--- src/rtl/sr_cell_sequencer.sv ---
// sr_cell_sequencer
//   Shares one NAND basic cell (active-low s/r) between a set requester and a
//   clear requester. Each write drives exactly one of s_n/r_n low for
//   PULSE_CYCLES, then holds both high for GAP_CYCLES, then checks the cell's
//   Q1 feedback and strobes the matching ack for one cycle.
//
// Ports:
//   clk        system clock, rising edge
//   rst_n      synchronous active-low reset
//   set_req    level request to set the cell (held until set_ack)
//   clr_req    level request to clear the cell (held until clr_ack)
//   q_fb       Q1 feedback from the cell
//   s_n, r_n   active-low pulses to the cell; never both low
//   set_ack    one-cycle completion strobe for a set write
//   clr_ack    one-cycle completion strobe for a clear write
//   busy       high whenever the sequencer is not idle
//   err        sticky feedback-mismatch flag, cleared only by reset
//   last_grant 0 = last write was set, 1 = last write was clear
module sr_cell_sequencer #(
    parameter int PULSE_CYCLES = 4,
    parameter int GAP_CYCLES   = 2,
    parameter int CNT_W        = 8
) (
    input  logic clk,
    input  logic rst_n,
    input  logic set_req,
    input  logic clr_req,
    input  logic q_fb,
    output logic s_n,
    output logic r_n,
    output logic set_ack,
    output logic clr_ack,
    output logic busy,
    output logic err,
    output logic last_grant
);

    localparam logic [1:0] IDLE  = 2'd0;
    localparam logic [1:0] PULSE = 2'd1;
    localparam logic [1:0] GAP   = 2'd2;
    localparam logic [1:0] DONE  = 2'd3;

    // Counters run down to zero, so load one less than the cycle count.
    localparam logic [CNT_W-1:0] PULSE_LOAD = CNT_W'(PULSE_CYCLES - 1);
    localparam logic [CNT_W-1:0] GAP_LOAD   = CNT_W'(GAP_CYCLES - 1);

    logic [1:0]       r_state;
    logic [CNT_W-1:0] r_cnt;
    logic             r_grant_clr;   // type of the write in flight
    logic             r_s_n;
    logic             r_r_n;
    logic             r_set_ack;
    logic             r_clr_ack;
    logic             r_busy;
    logic             r_err;
    logic             r_last_grant;

    logic w_grant_any;
    logic w_grant_clr;

    // With both requests pending, the type not granted last time wins.
    assign w_grant_any = set_req | clr_req;
    assign w_grant_clr = clr_req & (~set_req | ~r_last_grant);

    always_ff @(posedge clk) begin
        if (!rst_n) begin
            r_state      <= IDLE;
            r_cnt        <= '0;
            r_grant_clr  <= 1'b0;
            r_s_n        <= 1'b1;
            r_r_n        <= 1'b1;
            r_set_ack    <= 1'b0;
            r_clr_ack    <= 1'b0;
            r_busy       <= 1'b0;
            r_err        <= 1'b0;
            r_last_grant <= 1'b1;
        end else begin
            r_set_ack <= 1'b0;
            r_clr_ack <= 1'b0;
            case (r_state)
                IDLE: begin
                    if (w_grant_any) begin
                        r_state      <= PULSE;
                        r_busy       <= 1'b1;
                        r_grant_clr  <= w_grant_clr;
                        r_last_grant <= w_grant_clr;
                        r_s_n        <= w_grant_clr;
                        r_r_n        <= ~w_grant_clr;
                        r_cnt        <= PULSE_LOAD;
                    end
                end
                PULSE: begin
                    if (r_cnt == '0) begin
                        r_state <= GAP;
                        r_s_n   <= 1'b1;
                        r_r_n   <= 1'b1;
                        r_cnt   <= GAP_LOAD;
                    end else begin
                        r_cnt <= r_cnt - 1'b1;
                    end
                end
                GAP: begin
                    if (r_cnt == '0) begin
                        r_state   <= DONE;
                        r_set_ack <= ~r_grant_clr;
                        r_clr_ack <= r_grant_clr;
                        // A set must leave Q1=1, a clear Q1=0.
                        if (q_fb != ~r_grant_clr)
                            r_err <= 1'b1;
                    end else begin
                        r_cnt <= r_cnt - 1'b1;
                    end
                end
                DONE: begin
                    r_state <= IDLE;
                    r_busy  <= 1'b0;
                end
                default: begin
                    r_state <= IDLE;
                    r_s_n   <= 1'b1;
                    r_r_n   <= 1'b1;
                    r_busy  <= 1'b0;
                end
            endcase
        end
    end

    assign s_n        = r_s_n;
    assign r_n        = r_r_n;
    assign set_ack    = r_set_ack;
    assign clr_ack    = r_clr_ack;
    assign busy       = r_busy;
    assign err        = r_err;
    assign last_grant = r_last_grant;

endmodule

--- config.mk ---
export PLATFORM = sky130hd
export DESIGN_NAME = sr_cell_sequencer
export DESIGN_NICKNAME = d
export VERILOG_FILES = /design/src/rtl/sr_cell_sequencer.sv
export SDC_FILE = /design/constraint.sdc
export NUM_CORES = 1
export LEC_CHECK = 0
export BUFFER_PORTS_ARGS = -buffer_cell sky130_fd_sc_hd__buf_2
export CAP_MARGIN = 5
export CELL_PAD_IN_SITES_DETAIL_PLACEMENT = 1
export CELL_PAD_IN_SITES_GLOBAL_PLACEMENT = 1
export CORE_AREA = 4 4 52 54
export DETAILED_ROUTE_END_ITERATION = 8
export DIE_AREA = 0 0 56 58
export PLACE_DENSITY = 0.84
export SLEW_MARGIN = 0
export SYNTH_ARGS = -nofsm -noshare
export SYNTH_HDL_FRONTEND = slang
export SYNTH_SLANG_ARGS = --single-unit
export TNS_END_PERCENT = 10
--- constraint.sdc ---
create_clock -name clk -period 3.54 [get_ports clk]
set_input_delay 0.885 -clock clk [delete_from_list [all_inputs] [get_ports clk]]
set_output_delay 0.885 -clock clk [all_outputs]
set_load 0.01 [all_outputs]
==> Word level (Yosys, flattened, before mapping) <==
Index checks and enable logic that the tools add are counted.
{ "word_totals": {"in_bits": 5, "ff_bits": 18, "wordCells": 53} }
{ "classes": {"bitwise_logic": 7, "eq_ne": 8, "mux": 15, "add_sub_neg": 1, "n_reduce_logical": 12} }
{ "op_table": {"columns": ["op", "n"], "rows": [
  ["two-way mux 8 bit", 3],
  ["case mux 8 bit (3 select lines)", 1],
  ["AND reduction 3 bit", 5],
  ["logical NOT 8 bit", 1],
  ["!= test 2 bit, second input constant", 4],
  ["case mux 2 bit (4 select lines)", 1],
  ["subtractor 8 x 1 -> 8 bit, second input constant", 1],
  ["two-way mux 2 bit", 3],
  ["case mux 1 bit (2 select lines)", 3],
  ["equality test 2 bit, second input constant", 2],
  ["two-way mux 1 bit", 4],
  ["inverter 1 bit", 4],
  ["AND reduction 2 bit", 2],
  ["nonzero test 2 bit", 2],
  ["nonzero test 3 bit", 1],
  ["equality test 2 x 1 -> 1 bit, second input constant", 1],
  ["logical NOT 2 bit", 1],
  ["bitwise OR 1 bit", 2],
  ["bitwise AND 1 bit", 1],
  ["!= test 1 bit", 1]
]} }

==> Longest topological paths before layout <==
Gate-level depths: netlist of the first run.
{ "logic_depth": {"ltp_word": 6, "ltp_mapped": 8, "depth_no_buf": 6} }

==> Worst setup path before layout of the first run <==
No wires, ideal clock.
{ "synth_path": {"path_kind": "reg2reg", "from": "reg r_state[0]", "to": "reg r_cnt[2]", "arrival_ns": 2.032, "synth_period_minus_slack_ns": 2.105, "required_time_ns": 3.466, "setup_time_ns": 0.074, "path_stages_with_launch": 9, "slack_ns": 1.435, "n_path_buf": 2, "cell_sequence": "dfxtp_1 inv_1 ha_1 clkbuf_1 nor3b_1 or2_2 buf_2 or4_2 a21oi_1"} }
{ "synth_between": {"elab_chain_len": 3} }
{ "synth_rtl": {"columns": ["element", "line_no", "source"], "rows": [
  ["from (decl)", "47", "logic [1:0] r_state;"],
  ["from (signal assigned)", "67", "r_state <= IDLE;"],
  ["from (signal assigned)", "83", "r_state <= PULSE;"],
  ["from (signal assigned)", "94", "r_state <= GAP;"],
  ["equality test 2 bit, or another cell as far along", "80", "case (r_state)"],
  ["!= test 2 bit (no source line) or nonzero test 3 bit (tied branches)", null, null],
  ["AND reduction 3 bit (no source line)", null, null],
  ["to (signal assigned)", "99", "r_cnt <= r_cnt - 1'b1;"],
  ["to (signal assigned)", "111", "r_cnt <= r_cnt - 1'b1;"],
  ["to (decl)", "48", "logic [CNT_W-1:0] r_cnt;"]
]} }
Parallel ways exist; a longest one is shown, timed or not.
A chain may end at the register's enable or synchronous reset.

==> Worst setup path in the final report of the first run <==
Ends and elaborated chain as after synthesis.

==> results of run 1 <==
-- critical path: cells and delay by family (launching register included) --
family / cells / cell delay (ns)
buffers and inverters: 1 / 0.10
AND/OR/NAND/NOR: 3 / 1.15
flip-flops: 1 / 0.40
AO/OA/AOI/OAI: 1 / 0.16
adder cells (fa/ha/maj): 1 / 0.30
-- per-stage QoR --
step | setup slack, ns | cell area [µm²] | instances
after CTS | 1.35 | 1080 | 154
after global placement | 1.30 | 1060 | 151
after global routing | 1.21 | 1080 | 154
after detailed placement | 1.25 | 1060 | 151
final | 1.35 | 1080 | 154
after floorplan | 1.43 | 983 | 116
-- cell type report --
| cell class | instances | area (µm²) | area share [%] |
|---|---|---|---|
| clock buffer | 3 | 22.5 | 2.09 |
| inverter | 8 | 30.0 | 2.78 |
| multi-input combinational | 86 | 576 | 53.4 |
| sequential | 18 | 360 | 33.4 |
| tap | 28 | 35.0 | 3.25 |
| timing repair buffer | 11 | 55.1 | 5.10 |
-- sequential cells by signal, indices dropped and copies added (netlist names) --
name	count
busy	1
clr_ack	1
err	1
last_grant	1
r_cnt	8
r_grant_clr	1
r_n	1
r_state	2
s_n	1
set_ack	1
-- cells in the mapped netlist (all sizes together) --
| cell type | count |
|---|---|
| mux2i | 2 |
| a32oi | 1 |
| xnor2 | 1 |
| and3 | 2 |
| buf | 2 |
| nor4b | 1 |
| o31ai | 4 |
| o21bai | 2 |
| a21boi | 1 |
| ha | 7 |
| or2 | 2 |
| o211a | 1 |
| nand4b | 2 |
| o21ai | 6 |
| o211ai | 4 |
| a311oi | 1 |
| dfxtp | 18 |
| o221ai | 1 |
| nand3 | 2 |
| nor4 | 1 |
| inv | 8 |
| nor2 | 8 |
| or3 | 4 |
| o32ai | 1 |
| nor3 | 1 |
| nor3b | 2 |
| a21oi | 11 |
| clkbuf | 2 |
| o41ai | 2 |
| nand2 | 10 |
| or4 | 6 |
-- cells by family after synthesis --
kind of cell               count (synthesis)  share of synthesized area [%]
DFF                                       18                           36.6
muxes                                      2                           2.04
buffers and inverters                     12                           4.84
AOI/OAI and AO/OA                         35                           23.4
xor gates and xnor gates                   1                          0.891
and+or+nand+nor                           41                           23.3
adders and majority gates                  7                           8.91
-- layer usage --
layer	vias up	global-route usage [%]	share of wire, %
met2	11	28.5	52
met4	0	2.37	0
li1	452	-	-
met3	0	4.90	2.7
met1	456	20.4	45
met5	-	0	0
-- power by group --
| group | switching, W | internal, W |
|---|---|---|
| sequential | 0.0000565 | 0.000262 |
| combinational | 0.000304 | 0.000222 |
| clock | 0.0000663 | 0.0000397 |
-- worst max path at each step --
stage | startpoint | end | slack (ns)
after floorplan | r_state[0]$_SDFFE_PN0P_ | r_cnt[2]$_SDFFE_PN0P_ | 1.43
after global placement | clr_req | r_cnt[2]$_SDFFE_PN0P_ | 1.30
after detailed placement | clr_req | r_cnt[2]$_SDFFE_PN0P_ | 1.25
after CTS | r_state[0]$_SDFFE_PN0P_ | r_cnt[2]$_SDFFE_PN0P_ | 1.35
after global routing | r_cnt[2]$_SDFFE_PN0P_ | r_cnt[6]$_SDFFE_PN0P_ | 1.21
final | r_state[0]$_SDFFE_PN0P_ | r_cnt[2]$_SDFFE_PN0P_ | 1.35
==> flow_metrics.tcl, run 1 <==
set metrics [dict create \
    layout_commonest_cell "dfxtp_1" \
    r2r_slack_ns 1.35 \
    synth_fp_nets 128 \
    ys_warn_count 0 \
    antenna_found_initial 0 \
    holdCritStartpoint "err$_SDFFE_PN0P_" \
    hold_viol_final 0 \
    cellLeakagePower_nw 0.464 \
    maxCapViolations 0 \
    die_width_um 56 \
    synth_top_cell_by_area "dfxtp_1" \
    detail-route-antenna-nets 0 \
    die_y_um 58 \
    hold_depth 2 \
    clk_pin_slew_ns 0.11 \
    placementRows 17 \
    hold_ws_ns 0.488 \
    min_to "err$_SDFFE_PN0P_" \
    ys_types 33 \
    nNetsFinal 140 \
    root_buffer "clkbuf_4" \
    core_mm2 0.00221 \
    avgRoutedWirePerCell_um 15.8 \
    ir_drop_mv 0.424 \
    crit_type "reg -> reg" \
    final_cell_mix "dfxtp_1 (18), a21oi_1 (11), buf_2 (11), nand2_1 (10)" \
    cp_slowest_cell "or4_2" \
    drtIter0Drc 26 \
    slowest_delay_ns 0.56 \
    outcome "completed" \
    ctsHoldBuffers 0 \
    drc_errors 0 \
    syn_to_final_growth_pct 9.67 \
    crit_chain "inv_1 -> ha_1 -> nor3b_1 -> or2_2 -> or4_2 -> a21oi_1" \
    ioPinCount 12 \
    dieArea_mm2 0.00325 \
    first_pass_iters 4 \
    n_fill_cell 288 \
    grt_pass1_wl_mm 4.26 \
    r2r_end "r_cnt[2]$_SDFFE_PN0P_" \
    hold_path.class "reg -> reg" \
    maxSlewViolCount 0 \
    h-tree-depth 1 \
    cts_buffers 3 \
    drt_wl_total_mm 2.44 \
    hpwl_mm 1.89 \
    max_clock_freq_mhz 458 \
    vias 919 \
    syn_area_um2 983 \
    synth.avg_cell_area_um2 8.48 \
    slew-limit-headroom_pct 55.1 \
    setup_tns_ns 0 \
    first_global_vias 946 \
    reg2regPathDepth 6 \
    synth_top_area_share_pct 36.6 \
    cts.sinks 18 \
    insertion_delay_ns 0.30 \
    seq_area_frac_synth_pct 36.6 \
    synthCells 116 \
    required_ns 3.76 \
    fin_crit_sh_pct 61.7 \
    crit_path_end_kind "flip-flop" \
    clock_path_buffers 2 \
    postCtsSetupBuffers 0 \
    finalSetupViolCount 0 \
    fin_crit_ns 2.19 \
    diodes 0 \
    gp_congestion 0.822 \
    worstMarginPinSlew_ns 0.667 \
    start_util_pct 44.5 \
    total_power_w 0.000950 \
    cp.arrival_ns 2.41 \
    p_per_area_mw_per_mm2 881 \
    grt_max_degree 14 \
    crit_fanout 11 \
    rsz0062_at_grt "false" \
    io_buffers 11 \
    drive_gt1_share_pct 15.1 \
    globalRouteTotalUtil_pct 16.3 \
    final_core_util_pct 48.8 \
    clock_skew_ns 0.00810 \
    startpoint_type "flip-flop" \
    overflow 0 \
    viasPerCell 5.97 \
    yosys-top-cells-area "dfxtp_1 (37%), ha_1 (8.9%), a21oi_1 (5.6%)" \
    cts_tree "yes" \
    r2r-start "r_state[0]$_SDFFE_PN0P_" \
    ys_ff_latch 18 \
    cts-resized-gates 0 \
]
(Power assumes the default switching activity.)
==> inputs of run 2 (changes only) <==
ABC_AREA = 1   (was not set)
CORE_AREA = 4 4 57 59   (was 4 4 52 54)
DIE_AREA = 0 0 61 63   (was 0 0 56 58)
PLACE_DENSITY = 0.78   (was 0.84)
clock period = 2.2 ns   (was 3.54 ns; I/O delays follow)
==> run 2 against run 1 <==
  * Final cell count is 24% higher
  * Clock power grew 94%
  * Sequential cell count unchanged
  * Non-clock buffer count did not move
  * Combinational power increased by 110%
  * Clock skew about the same
  * Fmax increased by 27%
  * Largest power group unchanged
==> flow_metrics.tcl, run 2 <==
set metrics [dict create \
    ctsHoldBuffers 0 \
    grt_pass1_wl_mm 4.46 \
    yosysMostFrequentCell "nand2_1" \
    cts-resized-gates 0 \
    synth_top_cell_by_area "dfxtp_1" \
    fin_crit_sh_pct 78.1 \
    synthArstFlopShare_pct 0 \
    setup_tns_ns 0 \
    synth_fp_nets 160 \
    vias 959 \
    crit_type "reg -> reg" \
    viasPerCell 5.02 \
    final_cell_mix "nand2_1 (33), inv_1 (21), dfxtp_1 (18), nor2_1 (17), nand3_1 (13)" \
    globalRouteTotalUtil_pct 15.0 \
    p_per_area_mw_per_mm2 1600 \
    crit_fanout 12 \
    io_buffers 11 \
    cts_buffers 3 \
    syn_area_mm2 0.00105 \
    worstMarginPinSlew_ns 0.401 \
    cts_tree "yes" \
    maxSlewViolCount 0 \
    hold_viol_final 0 \
    crit_path_end_kind "flip-flop" \
    clock_path_buffers 2 \
    clock_skew_ns 0.00775 \
    drtIter0Drc 33 \
    ys.flop_type "dfxtp_1" \
    start_util_pct 38.8 \
    yosys-top-cells-area "dfxtp_1 (34%), nand2_1 (12%), ha_1 (8.3%)" \
    core_mm2 0.00271 \
    avgRoutedWirePerCell_um 13.4 \
    cts.sinks 18 \
    ir_drop_mv 0.744 \
    largest_register_ffs 8 \
    ys_types 23 \
    layout_commonest_cell "nand2_1" \
    outcome "completed" \
    placementRows 19 \
    die_y_um 63 \
    rsz0062_at_grt "false" \
    syn_to_final_growth_pct 10.4 \
    stdcell_count 191 \
    final_core_util_pct 42.8 \
    synth_top_area_share_pct 34.3 \
    placed_cells 187 \
    drc_errors 0 \
    ys_warn_count 0 \
    drive_gt1_share_pct 16.3 \
    first_pass_iters 3 \
    required_ns 2.40 \
    grt_max_degree 13 \
    maxCapViolations 0 \
    diodes 0 \
    first_global_vias 1038 \
    hpwl_mm 2.07 \
    largestRegisters "r_cnt x8, r_state x2" \
    max_clock_freq_mhz 582 \
    die_width_um 61 \
    ys_top_cells_by_count "nand2_1 (33), inv_1 (21), dfxtp_1 (18)" \
    dieArea_mm2 0.00384 \
    insertion_delay_ns 0.30 \
    fin_crit_ns 1.72 \
    root_buffer "clkbuf_4" \
    finalSetupViolCount 0 \
    postCtsSetupBuffers 0 \
    drt_wl_total_mm 2.56 \
    ioPinCount 12 \
    synth.avg_cell_area_um2 7.10 \
    overflow 0 \
    slew-limit-headroom_pct 73.0 \
    ys_ff_latch 18 \
    seq_area_frac_synth_pct 34.3 \
    cp.arrival_ns 1.92 \
    gp_congestion 0.844 \
    startpoint_type "flip-flop" \
    max_flop_register "r_cnt" \
    antenna_found_initial 0 \
    cellLeakagePower_nw 0.583 \
    synthCells 148 \
    clk_pin_slew_ns 0.11 \
    h-tree-depth 1 \
    hold_path.class "reg -> reg" \
    synth_edf_count 0 \
    detail-route-antenna-nets 0 \
    nNetsFinal 173 \
]
[run 2: changes by cell type after synthesis, sizes merged, moves of 4 or more]
cell / change
o211ai: -4
a21oi: -4
nand3: +11
nor2: +13
inv: +14
or4: -6
nand4: +6
or3: -4
nand2: +28
o31ai: -4
[run 2: cell type report]
class	instances	area, µm²
tap	31	38.8
multi-input combinational	105	587
timing repair buffer	11	55.1
fill	363	1550
inverter	22	82.6
sequential	18	360
clock buffer	4	36.3
[run 2: power breakdown]
part           internal [W]  switching, W
Combinational      0.000399      0.000722
Clock              0.000101      0.000105
Sequential         0.000433     0.0000947
Total              0.000933      0.000922
[run 2: path summary, 6_finish.rpt]
check,depth (start not counted),slack [ns],to,start
worst max-delay path,8,0.48,r_cnt[4]$_SDFFE_PN0P_,r_state[0]$_SDFFE_PN0P_
worst min-delay path,2,0.48,err$_SDFFE_PN0P_,err$_SDFFE_PN0P_
worst max register to register,8,0.48,r_cnt[4]$_SDFFE_PN0P_,r_state[0]$_SDFFE_PN0P_
worst min register to register,2,0.48,err$_SDFFE_PN0P_,err$_SDFFE_PN0P_
[run 2: critical path, stage by stage (launching register included)]
cell and delay, ns:
dfxtp_1 0.40, inv_1 0.11, ha_1 0.29, a31oi_4 0.43, nand2_4 0.11, inv_2 0.08, nand2_2 0.06, nand2_4 0.09
nor2_1 0.05
[run 2: cell families after synthesis]
family,share of synthesized area (%)
simple gates,36.3
flops,34.3
compound gates,10.4
fa+ha+maj,8.33
buf+inv,9.88
xor+xnor,0.833
[run 2: layer usage]
metal,routed length [µm],track usage (%),share of wire (%)
met3,57,2.27,2.2
met4,56,7.05,2.2
met2,1290,25.9,51
met1,1150,17.4,45
met5,0,0,0
[run 2: metrics by stage]
step	power, W	area (µm²)	setup slack (ns)	hold slack, ns
after floorplan	0.00140	1050	0.753	0.436
after global placement	0.00161	1120	0.636	0.432
after detailed placement	0.00166	1120	0.499	0.462
after CTS	0.00187	1160	0.484	0.483
after global routing	0.00206	1160	0.354	0.508
final	0.00186	1160	0.481	0.477
==> inputs of run 3 (changes only) <==
clock period = 1.6 ns   (was 2.2 ns; I/O delays follow)
==> run 3 against run 2 <==
  * Hold slack worse by 0.089 ns
  * Clock power up 41%
  * Global-route usage about the same
  * Die area unchanged
  * First-iteration DRC count down 18%
  * Register-to-register slack worse by 0.32 ns
  * Largest cell class unchanged
  * Highest routed layer unchanged
==> flow_metrics.tcl, run 3 (synthesis results as in run 2) <==
set metrics [dict create \
    timing.final.ws_setup_ns 0.166 \
    placed_cells 190 \
    stdcell_count 196 \
    hpwl_mm 1.99 \
    slew-limit-headroom_pct 75.3 \
    max_clock_freq_mhz 697 \
    diodes 0 \
    hold_path.class "in -> reg" \
    crit_family "simple AND/OR/NAND/NOR gates" \
    insertion_delay_ns 0.30 \
    outcome "completed" \
    p_per_area_mw_per_mm2 2200 \
    crit_top_cell "nand2_4" \
    hold_ws_ns 0.388 \
    cts_buffers 3 \
    avgRoutedWirePerCell_um 13.1 \
    maxCapViolations 0 \
    cts.sinks 18 \
    cts_tree "yes" \
    startpoint_type "flip-flop" \
    globalRouteTotalUtil_pct 15.0 \
    cp_slowest_cell "dfxtp_1" \
    crit_type "reg -> reg" \
    grt_max_degree 13 \
    drt_wl_total_mm 2.57 \
    max_flop_register "r_cnt" \
    hold_viol_final 0 \
    vias 986 \
    setup_tns_ns 0 \
    clk_pin_slew_ns 0.11 \
    fin_crit_sh_pct 89.6 \
    slowest_delay_ns 0.34 \
    die_y_um 63 \
    largest_register_ffs 8 \
    syn_to_final_growth_pct 14.8 \
    start_util_pct 38.8 \
    finalSetupViolCount 0 \
    nNetsFinal 178 \
    placementRows 19 \
    cp.arrival_ns 1.68 \
    worstMarginPinSlew_ns 0.367 \
    gp_congestion 0.812 \
    h-tree-depth 1 \
    drc_errors 0 \
    grt_pass1_wl_mm 4.52 \
    ioPinCount 12 \
    antenna_found_initial 0 \
    pre_cts_ws_ns 0.0268 \
    crit_chain "inv_1 -> ha_1 -> nand2_2 -> nor2_4 -> nand2_4 -> nand2_4 -> inv_2 -> nand2_2 -> nand2_4 -> nor2_1" \
    fin_crit_ns 1.43 \
    detail-route-antenna-nets 0 \
    drive_gt1_share_pct 21.2 \
    ir_drop_mv 1.11 \
    crit_path_end_kind "flip-flop" \
    drtIter0Drc 27 \
    overflow 0 \
    path_buf_inv 2 \
    core_mm2 0.00271 \
    layout_commonest_cell "nand2_1" \
    io_buffers 11 \
    cellLeakagePower_nw 0.605 \
    largestRegisters "r_cnt x8, r_state x2" \
    maxSlewViolCount 0 \
    final_cell_mix "nand2_1 (32), inv_1 (21), nor2_1 (17), dfxtp_1 (16), nand3_1 (13)" \
    first_pass_iters 4 \
    rsz0062_at_grt "false" \
    dieArea_mm2 0.00384 \
    required_ns 1.85 \
    first_global_vias 1031 \
    root_buffer "clkbuf_4" \
    ctsHoldBuffers 0 \
    die_width_um 61 \
    final_core_util_pct 44.5 \
    clock_path_buffers 2 \
    clock_skew_ns 0.00553 \
    viasPerCell 5.03 \
    crit_fanout 12 \
]
==> run 3: cell types whose count changed in the layout (fill, tap and decap cells not counted) <==
cell	before	now
ha_1	7	6
buf_2	11	12
dfxtp_2	0	2
nand2_1	33	32
buf_6	0	1
dfxtp_1	18	16
ha_2	0	1
nand2_2	2	3
buf_4	0	3
==> run 3: final timing paths <==
kind | startpoint | to | slack, ns | cells past startpoint
setup / recovery | r_cnt[1]$_SDFFE_PN0P_ | r_cnt[3]$_SDFFE_PN0P_ | 0.17 | 10
hold / removal | rst_n | last_grant$_SDFFE_PN1P_ | 0.39 | 2
setup reg to reg | r_cnt[1]$_SDFFE_PN0P_ | r_cnt[3]$_SDFFE_PN0P_ | 0.17 | 10
hold reg to reg | r_grant_clr$_SDFFE_PN0P_ | set_ack$_SDFF_PN0_ | 0.48 | 1
==> run 3: cell type report <==
type | count | area, µm²
repair buffers | 16 | 93.8
multi-input cells | 105 | 592
clock buffers | 4 | 36.3
well taps | 31 | 38.8
fillers | 371 | 1500
inverters | 22 | 82.6
flip-flops and latches | 18 | 363
==> run 3: layer usage <==
layer	GRT usage [%]	up-vias	part of all wire (%)
met2	26.3	18	52
met3	3.93	4	3.7
li1	-	503	-
met5	0	-	0
met1	17.8	461	43
met4	3.25	0	1.1
==> run 3: where the power goes <==
group          internal [W]  switching, W  total, W
clock network      0.000139      0.000152  0.000290
registers          0.000600      0.000130  0.000730
logic              0.000630       0.00100   0.00163
==> run 3: per-stage QoR <==
stage / cell area, µm² / total power [W]
3_3_place_gp: 1150 / 0.00220
4_1_cts: 1180 / 0.00260
2_1_floorplan: 1050 / 0.00193
5_1_grt: 1210 / 0.00295
6_report: 1210 / 0.00265
3_5_place_dp: 1150 / 0.00228
==> run 3: what timing repair did <==
item,in CTS,in global routing
endpoints found under the hold margin,0,0
gates resized for setup,0,5
endpoints found under the setup margin,0,8
setup buffers,0,1
